==> src/rtl/conv_encoder_tx.sv <==
// rtl/conv_encoder_tx.sv - rate-1/2 K=3 convolutional encoder emitting one frame as a symbol stream
module conv_encoder_tx #(
    parameter int             FRAME_BITS = 62,
    parameter int             K          = 3,
    parameter logic [K-1:0]   G0         = 3'b111,
    parameter logic [K-1:0]   G1         = 3'b101
) (
    input  logic                  clk,
    input  logic                  reset,
    input  logic                  valid_input,
    input  logic [FRAME_BITS-1:0] data_in,
    output logic                  ready,
    output logic [1:0]            data_out,
    output logic                  valid_output,
    input  logic                  sym_ready,
    output logic                  last,
    output logic                  done,
    output logic [9:0]            sym_cnt
);

    localparam logic [9:0] LAST_PAY = 10'(FRAME_BITS - 1);
    localparam logic [9:0] LAST_IDX = 10'(FRAME_BITS + K - 2);

    typedef enum logic [1:0] {IDLE, ENCODE, TAIL} fsm_t;

    fsm_t                  fsm, fsm_next;
    logic [FRAME_BITS-1:0] frame;
    logic [K-2:0]          enc_state;
    logic                  load;
    logic                  accept;
    logic                  next_bit;

    // Window is {u, s1, s2, ...}; generator MSB taps the current input bit.
    function automatic logic [1:0] enc_sym(input logic u, input logic [K-2:0] s);
        logic [K-1:0] w;
        w = {u, s};
        return {^(w & G0), ^(w & G1)};
    endfunction

    function automatic logic [K-2:0] shift_state(input logic u, input logic [K-2:0] s);
        logic [K-1:0] w;
        w = {u, s};
        return w[K-1:1];
    endfunction

    assign ready    = (fsm == IDLE);
    assign load     = valid_input & ready;
    assign accept   = valid_output & sym_ready;
    // Zeros shift in behind the payload, so the tail bits fall out for free.
    assign next_bit = frame[FRAME_BITS-1];

    always_ff @(posedge clk or posedge reset) begin
        if (reset) begin
            fsm <= IDLE;
        end else begin
            fsm <= fsm_next;
        end
    end

    always_comb begin
        fsm_next = fsm;
        case (fsm)
            IDLE:    if (load) fsm_next = ENCODE;
            ENCODE:  if (accept && sym_cnt == LAST_PAY) fsm_next = TAIL;
            TAIL:    if (accept && sym_cnt == LAST_IDX) fsm_next = IDLE;
            default: fsm_next = IDLE;
        endcase
    end

    always_ff @(posedge clk or posedge reset) begin
        if (reset) begin
            frame        <= '0;
            enc_state    <= '0;
            data_out     <= 2'b00;
            valid_output <= 1'b0;
            last         <= 1'b0;
            done         <= 1'b0;
            sym_cnt      <= '0;
        end else begin
            done <= 1'b0;
            if (load) begin
                frame        <= {data_in[FRAME_BITS-2:0], 1'b0};
                enc_state    <= shift_state(data_in[FRAME_BITS-1], '0);
                data_out     <= enc_sym(data_in[FRAME_BITS-1], '0);
                valid_output <= 1'b1;
                last         <= 1'b0;
                sym_cnt      <= '0;
            end else if (accept) begin
                if (sym_cnt == LAST_IDX) begin
                    valid_output <= 1'b0;
                    last         <= 1'b0;
                    done         <= 1'b1;
                    sym_cnt      <= '0;
                end else begin
                    frame     <= {frame[FRAME_BITS-2:0], 1'b0};
                    enc_state <= shift_state(next_bit, enc_state);
                    data_out  <= enc_sym(next_bit, enc_state);
                    last      <= (sym_cnt + 10'd1 == LAST_IDX);
                    sym_cnt   <= sym_cnt + 10'd1;
                end
            end
        end
    end

endmodule

==> config.mk <==
export PLATFORM = sky130hd
export DESIGN_NAME = conv_encoder_tx
export DESIGN_NICKNAME = d
export VERILOG_FILES = /design/src/rtl/conv_encoder_tx.sv
export SDC_FILE = /design/constraint.sdc
export NUM_CORES = 1
export LEC_CHECK = 0
export ABC_AREA = 1
export CELL_PAD_IN_SITES_DETAIL_PLACEMENT = 2
export CELL_PAD_IN_SITES_GLOBAL_PLACEMENT = 2
export CORE_ASPECT_RATIO = 1.75
export CORE_UTILIZATION = 24
export DETAILED_ROUTE_END_ITERATION = 7
export DONT_BUFFER_PORTS = 1
export HOLD_SLACK_MARGIN = 0.06
export PLACE_DENSITY = 0.56
export SETUP_SLACK_MARGIN = 0.15
export SYNTH_ARGS = -nofsm -noshare
export SYNTH_HDL_FRONTEND = slang
export SYNTH_SLANG_ARGS = --single-unit
export TNS_END_PERCENT = 20
==> constraint.sdc <==
create_clock -name clk -period 7.2 [get_ports clk]
set_input_delay 1.8 -clock clk [delete_from_list [all_inputs] [get_ports clk]]
set_output_delay 1.8 -clock clk [all_outputs]
set_load 0.01 [all_outputs]
==> results.yml <==
flow_run:
  max-cap-violations: 0
synth:
  synth_compound_area_frac: 0.128
  syn-num-nets: 556
  synth_seq_cells: 80
  synth_xor_xnor_area_share: 0
  synthAdderAreaFrac: 0.00976
  synth_cell_types: 22
  synth_area_leaders: "dfrtp_1, nand2_1, a31oi_1"
  synth_top_family_by_area: "simple AND/OR/NAND/NOR gates"
  yosysWarnings: 0
  synth_top_area_cell: "dfrtp_1"
  syn-cell-area_sq_mm: 0.00384
  synthSimpleGateAreaFrac: 0.271
  muxShareOfSynthArea: 0
  yosysTopAreaCellShare: 0.521
  synth_seq_area_share: 0.521
  synth_cells: 487
  syn_avg_cell_area_sq_um: 7.90
clocking:
  cts_resized: 0
  clkLatencyLatePin_ns: 0.34
  cts.htree.levels: 3
  tritoncts: "done"
  clockBufferDepth: 2
  clk_pin_slew_ns: 0.06
  numCtsBuffers: 9
  clock-sinks: 80
  postCtsHoldBufs: 0
  clock-root-buffer: "clkbuf_16"
  cts_setup_buffers: 0
power:
  power.leakage_nw: 1.92
  p_int_mw: 1.11
  pwr-share-clk: 0.259
  p_seq_frac: 0.442
  comb_power_share: 0.299
  p_switching_mw: 0.651
  powerDensity_mw_per_mm2: 418
  p_sw_frac: 0.369
  peakVddDrop_mv: 0.178
critical_path:
  path_max_fanout: 66
  cp_slowest_stage_delay_ns: 0.85
  cpMaxStageDelayCell: "inv_2"
  critPathBufInv: 2
  crit_chain: "nand2_2 > buf_4 > inv_2 > nand2_1 > nand3_1 > nand3_1 > nand2_1"
  critPathKind: "in -> reg"
  required_ns: 7.47
  critPathArrivalTime_ns: 4.12
  crit_family: "buffers and inverters"
  crit_path_end_kind: "flip-flop"
  start_kind: "input pin"
sta:
  layout_min_cycle_time_ns: 3.85
  drv_slew: 0
  rsz0062_at_grt: "no"
  slew_headroom: 0.197
  hold_viol_final: 0
  setup_viol: 0
  tns_ns: 0
  worst_pin_slew_ns: 1.21
  timing.final.crit_share: 0.535
  max_freq_mhz: 259
  finClkSkew_ns: 0.0121
floorplanning:
  die-area_sq_mm: 0.0166
  boundaryPins: 82
  fp.dieH_um: 169
  core-area_sq_mm: 0.0155
  initial_core_util: 0.247
  rows: 60
  dieWidth_um: 97.7
layout:
  fin_area_sq_mm: 0.00423
  antenna_cells: 0
  nets: 542
  fill_cells: 1814
  mostFrequentLayoutCell: "nand2_1"
  postLayoutCoreUtil: 0.272
  regArea_sq_mm: 0.00200
  syn_to_final_growth_pct: 9.89
  drive_gt1_frac: 0.0503
  multiInputGateArea_sq_mm: 0.00158
  final_cell_mix: "nand2_1, dfrtp_1, nor2_1"
outcome:
  violations: "design-rule violations"
  status: "complete, but fails checks"
placement:
  dp_hpwl_um: 7570
  placed_area_sq_mm: 0.00394
  place.port_buffers: 0
  gp_congestion: 0.724
global_routing:
  gr-total-overflow: 0
  grt_pass1_vias: 3570
  grt_max_degree: 125
  grt_pass1_wl_um: 18400
  grt_util_all_layers: 0.143
  grt_antenna_before_repair: 0
detailed_routing:
  wl_um: 11100
  firstDrtPassIters: 6
  drcViolationCount: 8
  vias_per_cell: 4.90
  num_vias: 3249
  drtAntennaViolNets: 0
  wl_per_cell_um: 16.8
  initialDrtViolationCount: 134
min_path:
  hold_path_class: "reg -> reg"
## per-stage QoR
stage | std cells | setup slack [ns] | power (mW) | hold slack (ns)
final | 663 | 3.35 | 1.76 | 0.509
after global routing | 663 | 2.98 | 1.93 | 0.550
after CTS | 663 | 3.25 | 1.81 | 0.515
after detailed placement | 648 | 2.89 | 1.34 | 0.495
after global placement | 648 | 2.99 | 1.30 | 0.479
after floorplan | 487 | 3.35 | 1.19 | 0.459
## final cells by class
type | count | area share
multi-input combinational | 352 | 0.374
tap | 186 | 0.0551
timing repair buffer | 2 | 0.00355
clock inverter | 4 | 0.0107
inverter | 28 | 0.0252
clock buffer | 11 | 0.0574
sequential | 80 | 0.474
## Yosys cell counts (all sizes together)
cell    number
a21oi        3
a31oi       58
buf         16
clkbuf      11
dfrtp       80
ha           3
inv         28
nand2      173
nand3       15
nand4        3
nor2        75
o211ai       2
o21ai       16
o21bai       1
o22ai        2
or2          1
## path summary, 6_finish.rpt
kind / startpoint / cells after the start / slack (ns) / endpoint
setup / recovery: valid_input / 7 / 3.35 / data_out[1]$_DFFE_PP0P_
hold / removal: frame[2]$_DFFE_PP0P_ / 2 / 0.51 / frame[2]$_DFFE_PP0P_
setup reg to reg: fsm[1]$_DFFE_PP0P_ / 8 / 3.88 / data_out[1]$_DFFE_PP0P_
hold reg to reg: frame[2]$_DFFE_PP0P_ / 2 / 0.51 / frame[2]$_DFFE_PP0P_
max in group asynchronous: reset / 2 / 4.82 / frame[20]$_DFFE_PP0P_
min in group asynchronous: reset / 2 / 1.69 / frame[24]$_DFFE_PP0P_
## logic make-up after synthesis
group                    count (synthesis)
adder cells (fa/ha/maj)                  3
AND/OR/NAND/NOR                        267
AO/OA/AOI/OAI                           82
flip-flops                              80
buffers and inverters                   55
## layer usage
metal,wire [um],up-vias,global-route usage
met2,6070,49,0.271
met3,499,10,0.0387
li1,-,1552,-
met5,0,-,0
met4,133,0,0.0435
met1,4420,1638,0.153
## worst reg2reg max path: stages, from the launching register on
cell,delay (ns)
dfrtp_1,0.39
nor2_1,0.39
nand2_2,0.54
buf_4,0.46
inv_2,0.86
nand2_1,0.27
nand3_1,0.16
nand3_1,0.08
nand2_1,0.11
## flip-flops by register name, indices dropped and copies added, names as in the netlist
register	count
done	1
fsm	2
enc_state	2
data_out	2
valid_output	1
sym_cnt	10
frame	61
last	1
## power by group through the flow
stage	Clock [mW]	Combinational, mW	Sequential, mW
after global placement	0	0.523	0.781
after CTS	0.478	0.551	0.784
after floorplan	0	0.445	0.748
after detailed placement	0	0.549	0.788
final	0.458	0.528	0.779
after global routing	0.494	0.622	0.809
Note: power is estimated with default switching activity, not from simulation.
